<file path="config.mk">
export PLATFORM = sky130hd
export DESIGN_NAME = ahb_lite_mem_slave_flat
export DESIGN_NICKNAME = d
export VERILOG_FILES = /design/src/rtl/ahb_lite_mem_slave_if.sv /design/src/rtl/ahb_lite_mem_slave.sv /design/src/flat_wrapper.sv
export SDC_FILE = /design/constraint.sdc
export NUM_CORES = 1
export LEC_CHECK = 0
export CAP_MARGIN = 20
export CORE_MARGIN = 3
export CORE_UTILIZATION = 43
export CTS_BUF_LIST = sky130_fd_sc_hd__clkbuf_16
export DETAILED_ROUTE_END_ITERATION = 10
export DONT_BUFFER_PORTS = 1
export SLEW_MARGIN = 25
export SYNTH_ARGS = -nofsm -noshare
export SYNTH_HDL_FRONTEND = slang
export SYNTH_SLANG_ARGS = --single-unit
</file>
<file path="constraint.sdc">
create_clock -name hclk -period 2.45 [get_ports hclk]
set_clock_uncertainty 0.15 [all_clocks]
set_input_delay 0.49 -clock hclk [delete_from_list [all_inputs] [get_ports hclk]]
set_output_delay 0.49 -clock hclk [all_outputs]
set_load 0.1 [all_outputs]
</file>
<file path="src/rtl/ahb_lite_mem_slave_if.sv">
// AHB-Lite bus bundle between one master and the memory responder.
// The master modport also owns hready_in, standing in for the interconnect's HREADY.
interface ahb_lite_mem_slave_if;
   logic        hsel;
   logic [1:0]  htrans;
   logic        hwrite;
   logic [31:0] haddr;
   logic [2:0]  hsize;
   logic [31:0] hwdata;
   logic        hready_in;
   logic        hready_out;
   logic [1:0]  hresp;
   logic [31:0] hrdata;

   modport master (
      output hsel, htrans, hwrite, haddr, hsize, hwdata, hready_in,
      input  hready_out, hresp, hrdata
   );

   modport slave (
      input  hsel, htrans, hwrite, haddr, hsize, hwdata, hready_in,
      output hready_out, hresp, hrdata
   );
endinterface

</file>
<file path="src/rtl/ahb_lite_mem_slave.sv">
// AHB-Lite responder backed by a flop memory, with programmable OKAY wait
// states and a two-cycle ERROR response for out-of-window, misaligned or non-word accesses.
module ahb_lite_mem_slave #(
   parameter logic [31:0] BASE_ADDR = 32'h0000_0000,
   parameter int          DEPTH     = 16,
   parameter int          WAIT_CYC  = 0
) (
   input logic                 hclk,
   input logic                 hrest_n,
   ahb_lite_mem_slave_if.slave bus
);

   localparam int          AW        = $clog2(DEPTH);
   localparam int          BW        = AW + 2;
   localparam logic [31:0] WIN_BYTES = 32'(DEPTH * 4);
   localparam logic [2:0]  WAIT_LOAD = 3'(WAIT_CYC - 1);

   typedef enum logic [1:0] {
      ST_IDLE,
      ST_WAIT,
      ST_ERR1,
      ST_ERR2
   } state_t;

   state_t         state_q, state_d;
   logic [2:0]     wcnt_q, wcnt_d;
   logic [AW-1:0]  addr_q, addr_d;
   logic           write_q, write_d;
   logic           err_q, err_d;
   logic           pend_q, pend_d;
   logic [31:0]    mem_q [DEPTH];
   logic [31:0]    mem_d [DEPTH];

   logic [31:0]    offset;
   logic           in_range;
   logic           acc_err;
   logic           ready_int;
   logic           accept;
   logic           complete_ok;

   // Address decode: full 32-bit range compare, so there is no aliasing past the window.
   always_comb begin
      offset    = bus.haddr - BASE_ADDR;
      in_range  = (bus.haddr >= BASE_ADDR) && (offset < WIN_BYTES);
      acc_err   = !in_range || (bus.haddr[1:0] != 2'b00) || (bus.hsize != 3'b010);
      ready_int = (state_q == ST_IDLE) || (state_q == ST_ERR2);
      accept    = ready_int && bus.hsel && bus.htrans[1] && bus.hready_in;
      // pend_q in IDLE means a data phase is finishing this very cycle
      complete_ok = (state_q == ST_IDLE) && pend_q && !err_q;
   end

   always_comb begin
      state_d = state_q;
      wcnt_d  = wcnt_q;
      addr_d  = addr_q;
      write_d = write_q;
      err_d   = err_q;
      pend_d  = pend_q;
      unique case (state_q)
         ST_IDLE, ST_ERR2: begin
            state_d = ST_IDLE;
            pend_d  = 1'b0;
            err_d   = 1'b0;
            if (accept) begin
               pend_d  = 1'b1;
               addr_d  = offset[BW-1:2];
               write_d = bus.hwrite;
               err_d   = acc_err;
               if (acc_err) begin
                  state_d = ST_ERR1;
               end else if (WAIT_CYC > 0) begin
                  state_d = ST_WAIT;
                  wcnt_d  = WAIT_LOAD;
               end
            end
         end
         ST_WAIT: begin
            if (wcnt_q == 3'd0) begin
               state_d = ST_IDLE;
            end else begin
               wcnt_d = wcnt_q - 3'd1;
            end
         end
         ST_ERR1: begin
            state_d = ST_ERR2;
         end
         default: begin
            state_d = ST_IDLE;
         end
      endcase
   end

   // Writes land only on the OKAY completing edge; ERROR phases never touch memory.
   always_comb begin
      for (int i = 0; i < DEPTH; i++) begin
         mem_d[i] = mem_q[i];
      end
      if (complete_ok && write_q) begin
         mem_d[addr_q] = bus.hwdata;
      end
   end

   always_ff @(posedge hclk or negedge hrest_n) begin
      if (!hrest_n) begin
         state_q <= ST_IDLE;
         wcnt_q  <= 3'd0;
         addr_q  <= '0;
         write_q <= 1'b0;
         err_q   <= 1'b0;
         pend_q  <= 1'b0;
         for (int i = 0; i < DEPTH; i++) begin
            mem_q[i] <= 32'h0;
         end
      end else begin
         state_q <= state_d;
         wcnt_q  <= wcnt_d;
         addr_q  <= addr_d;
         write_q <= write_d;
         err_q   <= err_d;
         pend_q  <= pend_d;
         for (int i = 0; i < DEPTH; i++) begin
            mem_q[i] <= mem_d[i];
         end
      end
   end

   // Read data is shown for the whole OKAY read data phase, including wait cycles.
   always_comb begin
      bus.hready_out = ready_int;
      bus.hresp      = ((state_q == ST_ERR1) || (state_q == ST_ERR2)) ? 2'b01 : 2'b00;
      bus.hrdata     = 32'h0;
      if (pend_q && !write_q && !err_q && ((state_q == ST_IDLE) || (state_q == ST_WAIT))) begin
         bus.hrdata = mem_q[addr_q];
      end
   end

endmodule

</file>
<file path="src/flat_wrapper.sv">
// flat-port wrapper written by rule: the top's interface ports become plain ports
module ahb_lite_mem_slave_flat 
#(
   parameter logic [31:0] BASE_ADDR = 32'h0000_0000,
   parameter int          DEPTH     = 16,
   parameter int          WAIT_CYC  = 0
)
  (hclk, hrest_n, bus_hsel, bus_htrans, bus_hwrite, bus_haddr, bus_hsize, bus_hwdata, bus_hready_in, bus_hready_out, bus_hresp, bus_hrdata);
  ahb_lite_mem_slave_if bus_i ();
  input logic hclk;
  input logic hrest_n;
  input wire logic [$bits(bus_i.hsel)-1:0] bus_hsel;
  input wire logic [$bits(bus_i.htrans)-1:0] bus_htrans;
  input wire logic [$bits(bus_i.hwrite)-1:0] bus_hwrite;
  input wire logic [$bits(bus_i.haddr)-1:0] bus_haddr;
  input wire logic [$bits(bus_i.hsize)-1:0] bus_hsize;
  input wire logic [$bits(bus_i.hwdata)-1:0] bus_hwdata;
  input wire logic [$bits(bus_i.hready_in)-1:0] bus_hready_in;
  output wire logic [$bits(bus_i.hready_out)-1:0] bus_hready_out;
  output wire logic [$bits(bus_i.hresp)-1:0] bus_hresp;
  output wire logic [$bits(bus_i.hrdata)-1:0] bus_hrdata;
  assign bus_i.hsel = bus_hsel;
  assign bus_i.htrans = bus_htrans;
  assign bus_i.hwrite = bus_hwrite;
  assign bus_i.haddr = bus_haddr;
  assign bus_i.hsize = bus_hsize;
  assign bus_i.hwdata = bus_hwdata;
  assign bus_i.hready_in = bus_hready_in;
  assign bus_hready_out = bus_i.hready_out;
  assign bus_hresp = bus_i.hresp;
  assign bus_hrdata = bus_i.hrdata;
  ahb_lite_mem_slave #(.BASE_ADDR(BASE_ADDR), .DEPTH(DEPTH), .WAIT_CYC(WAIT_CYC)) u_core (.hclk(hclk), .hrest_n(hrest_n), .bus(bus_i));
endmodule
</file>
==> results.py <==
metrics = {
    "timing": {
        "fmax_mhz": 308.4,
        "max_slew.worst_pin.slew_ps": 3015,
        "timing.slew.headroom": -1.010,
        "setup_viol": 200,
        "finalWorstPathRequiredPeriod_ps": 3243,
        "final-hold-violation-count": 300,
        "timing.final.crit_share": 1.323,
        "whs_ps": -556.0,
        "grt_setup_unrepaired": "yes",
        "final_max_slew_violation_count": 361,
        "layout_setup_ws_ps": -792.5,
    },
    "critical_path": {
        "crit-reg2reg-launch": "u_core.state_q[1]",
        "worstReg2RegEnd": "u_core.mem_q[125]",
        "worstPathRequired_ps": 1810,
        "critical_path_peak_fanout": 8,
        "reg2reg_setup_slack_ps": -260,
        "r2r.worst_path.cells": 10,
        "worst_setup_path_start_kind": "register",
        "arr_time_crit_path_ps": 2600,
        "worstSetupEndpointType": "primary output",
        "critPathKind": "register to primary output",
    },
    "layout": {
        "final.fill_count": 4135,
        "stdcell_count": 2467,
        "layout.cell_area.non_filler_um2": 31140,
        "final_layout_size_suffix_gt1_frac": 0.6037,
        "area_growth_syn_to_layout_pct": 30.37,
        "finalNetCount": 1759,
    },
    "drt": {
        "wl_per_cell_um": 24.83,
        "drt-initial-drc-count": 856,
        "num_vias": 13790,
        "wirelength_um": 61250,
        "ant_nets": 0,
        "post_drt_via_cell_ratio": 5.588,
        "drt_pre_antenna_iters": 4,
        "route.detailed.drc": 0,
    },
    "cts": {
        "holdBufCountCts": 38,
        "cts-htree-levels": 2,
        "cts_tree": "yes",
        "cts_max_path_buffers": 3,
        "clockRootBuffer": "sky130_fd_sc_hd__clkbuf_16",
        "cts_inserted_buffers": 56,
        "clkTransAtPathRegs_ps": 60,
        "clk-insertion-delay-late_ps": 600,
        "cts.sink_count": 524,
    },
    "yosys": {
        "synth_compound_area_frac": 0.01315,
        "yosys.area_share.adder": 0.003143,
        "post_synth_edffs": 0,
        "synth_ff_type": "sky130_fd_sc_hd__dfrtp_1",
        "number_of_synthesized_register_bits": 524,
        "muxShareOfSynthArea": 0.3796,
        "post_synth_num_cell_types": 34,
        "combinational_family_with_the_most_area_after_synthesis": "multiplexers",
        "synthXorXnorAreaFrac": 0.0003667,
        "postSynthAreaPerCell_um2": 15.61,
        "yosys.area_share.simple": 0.01818,
        "syn_area_um2": 23880,
        "synth_fp_nets": 1610,
        "syn_inst": 1530,
        "yosys_warnings": 0,
        "synth-seq-area-share": 0.5490,
        "share_of_synthesized_registers_carrying_an_async_set_or_reset": 1.000,
    },
    "floorplan": {
        "design.die.area_um2": 58400,
        "io_pins": 109,
        "floorplan.die.height_um": 241.7,
        "core_area_um2": 54350,
        "die_width_um": 241.7,
        "placementRows": 85,
        "initial_core_util": 0.4395,
    },
    "grt": {
        "global_route_wire_length_before_repair_um": 91340,
        "gr-total-overflow": 0,
        "gr-usage-all-layers": 0.2015,
        "number_of_antenna_violations_at_the_first_check_in_global_routing": 2,
        "grt_start_max_net_pins": 525,
        "vias_in_the_first_global_route": 14790,
    },
    "power": {
        "worst_ir_drop_vdd_mv": 0.6189,
        "p_leak_nw": 13.98,
        "power_per_standard_cell_area_nw_per_um2": 794.8,
        "fin_total_pwr_mw": 24.75,
    },
    "placed_design": {
        "placed_area_um2": 26800,
        "routabilityCongestion": 0.7163,
        "placement.io_buffers": 0,
        "preCtsSetupSlack_ps": -263.7,
        "place.detailed.instances": 2260,
        "dp_hpwl_um": 32830,
    },
    "job": {
        "number_of_violations_of_the_max_capacitance_limit": 0,
    },
    "hold_path": {
        "hold_class": "input pin to asynchronous set/reset pin",
    },
    "run_status": {
        "run_status": "finished, violations left",
        "failed_checks": "hold timing, slew limit, setup timing",
    },
}
-- cell families after synthesis --
group                      after synthesis
adders and majority gates                6
buffers and inverters                  197
other                                    1
muxes                                  677
and+or+nand+nor                         86
xor gates and xnor gates                 1
DFF                                    524
AOI/OAI and AO/OA                       38
-- worst max-delay path, stage by stage, from the launching register on --
cell and delay [ps]:
sky130_fd_sc_hd__dfrtp_4 460, sky130_fd_sc_hd__buf_12 180, sky130_fd_sc_hd__buf_16 160, sky130_fd_sc_hd__mux4_2 500, sky130_fd_sc_hd__mux2_4 300, sky130_fd_sc_hd__nand2_4 90
sky130_fd_sc_hd__o221ai_4 110, sky130_fd_sc_hd__buf_12 190
-- per-layer routing --
metal,GRT usage,part of all wire,vias up
li1,-,-,5930
met1,0.2805,0.46,7513
met2,0.3339,0.48,262
met3,0.03346,0.041,80
met4,0.04738,0.019,0
met5,0,0,-
-- cells in the final DEF (no fill, tap or decap), types with 4 or more instances in the layout --
cell type                         n
sky130_fd_sc_hd__dfrtp_1        521
sky130_fd_sc_hd__mux2_2         350
sky130_fd_sc_hd__mux2_4         196
sky130_fd_sc_hd__mux4_2         128
sky130_fd_sc_hd__buf_12          90
sky130_fd_sc_hd__clkbuf_16       70
sky130_fd_sc_hd__inv_1           66
sky130_fd_sc_hd__dlygate4sd3_1   38
sky130_fd_sc_hd__buf_4           33
sky130_fd_sc_hd__o221ai_4        32
sky130_fd_sc_hd__buf_6           26
sky130_fd_sc_hd__inv_2           21
sky130_fd_sc_hd__nand2_4         18
sky130_fd_sc_hd__nand2_2         15
sky130_fd_sc_hd__clkinv_1        15
sky130_fd_sc_hd__buf_16          12
sky130_fd_sc_hd__nand2_1         10
sky130_fd_sc_hd__nor2_4           9
sky130_fd_sc_hd__nor4_1           6
sky130_fd_sc_hd__clkinv_2         6
sky130_fd_sc_hd__bufinv_16        6
sky130_fd_sc_hd__nand2b_1         4
sky130_fd_sc_hd__nor3_4           4
sky130_fd_sc_hd__o21ai_0          4
sky130_fd_sc_hd__buf_8            4
-- sequential cells by signal, summed over array words and instances, names as in the netlist --
signal / flops
u_core.mem_q: 512
u_core.addr_q: 4
u_core.wcnt_q: 3
u_core.state_q: 2
u_core.err_q: 1
u_core.pend_q: 1
u_core.write_q: 1
-- repair_timing --
action	CTS	global route
hold endpoints to repair	1042	524
pin swaps	12	22
endpoints found under the setup margin	146	340
gates resized for setup	161	176
gates cloned	17	14
setup buffers	33	11
-- cell type report --
type | instances | area [um2] | area share
inverter | 70 | 262.8 | 0.008439
sequential | 524 | 13120 | 0.4215
antenna | 2 | 5.005 | 0.0001607
timing repair buffer | 218 | 3496 | 0.1123
clock inverter | 49 | 395.4 | 0.01270
clock buffer | 56 | 1401 | 0.04501
multi-input combinational | 809 | 11530 | 0.3702
tap | 739 | 924.6 | 0.02970
-- per-stage QoR --
stage / setup TNS (ps) / util
after CTS: -57620 / 0.5570
final: -42580 / 0.5729
after floorplan: -2790 / -
after detailed placement: -9243 / 0.4931
after global routing: -55710 / 0.5729
after global placement: -8430 / 0.4931
-- Yosys cell counts (2+ instances only) --
cell type                  number  area (um2)
sky130_fd_sc_hd__nor3_1         2       10.01
sky130_fd_sc_hd__nor3_2         2       20.02
sky130_fd_sc_hd__dfrtp_1      524       13110
sky130_fd_sc_hd__nor2_2         3       18.77
sky130_fd_sc_hd__inv_1         70       262.8
sky130_fd_sc_hd__o221ai_1      32       280.3
sky130_fd_sc_hd__buf_4         11       82.58
sky130_fd_sc_hd__mux4_2       128        2883
sky130_fd_sc_hd__nor4_1         7       43.79
sky130_fd_sc_hd__nor2_1         9       33.78
sky130_fd_sc_hd__buf_1          3       11.26
sky130_fd_sc_hd__mux2_2       536        6036
sky130_fd_sc_hd__nor2b_1        2       12.51
sky130_fd_sc_hd__o21ai_0        4       20.02
sky130_fd_sc_hd__nand3_1        2       10.01
sky130_fd_sc_hd__clkbuf_1      57       214.0
sky130_fd_sc_hd__nand2b_1       5       31.28
sky130_fd_sc_hd__mux2_1        13       146.4
sky130_fd_sc_hd__buf_6          3       33.78
sky130_fd_sc_hd__nand2_1       43       161.4
sky130_fd_sc_hd__buf_2         53       265.3
sky130_fd_sc_hd__ha_1           6       75.07
sky130_fd_sc_hd__nand4_1        3       18.77
sky130_fd_sc_hd__nand3b_1       2       15.01
-- report_power, final --
| part | total (mW) | switching (mW) | leakage (nW) | internal [mW] |
|---|---|---|---|---|
| Combinational | 5.87 | 2.31 | 6.11 | 3.56 |
| Clock | 8.26 | 3.49 | 0.937 | 4.77 |
| Sequential | 10.6 | 0.708 | 6.93 | 9.91 |
| Total | 24.7 | 6.51 | 14.0 | 18.2 |
-- how the worst max path moves through the flow --
stage / from / end / slack (ps) / depth (start not counted)
6_report: u_core.addr_q[0] / bus_hrdata[26] / -790 / 7
4_1_cts: u_core.addr_q[0] / bus_hrdata[17] / -860 / 8
3_5_place_dp: u_core.addr_q[0] / bus_hrdata[22] / -260 / 6
5_1_grt: u_core.addr_q[0] / bus_hrdata[25] / -870 / 7
3_3_place_gp: u_core.addr_q[0] / bus_hrdata[22] / -270 / 6
2_1_floorplan: u_core.addr_q[2] / bus_hrdata[23] / -100 / 6
No activity file was read; power rests on OpenSTA's default activity.
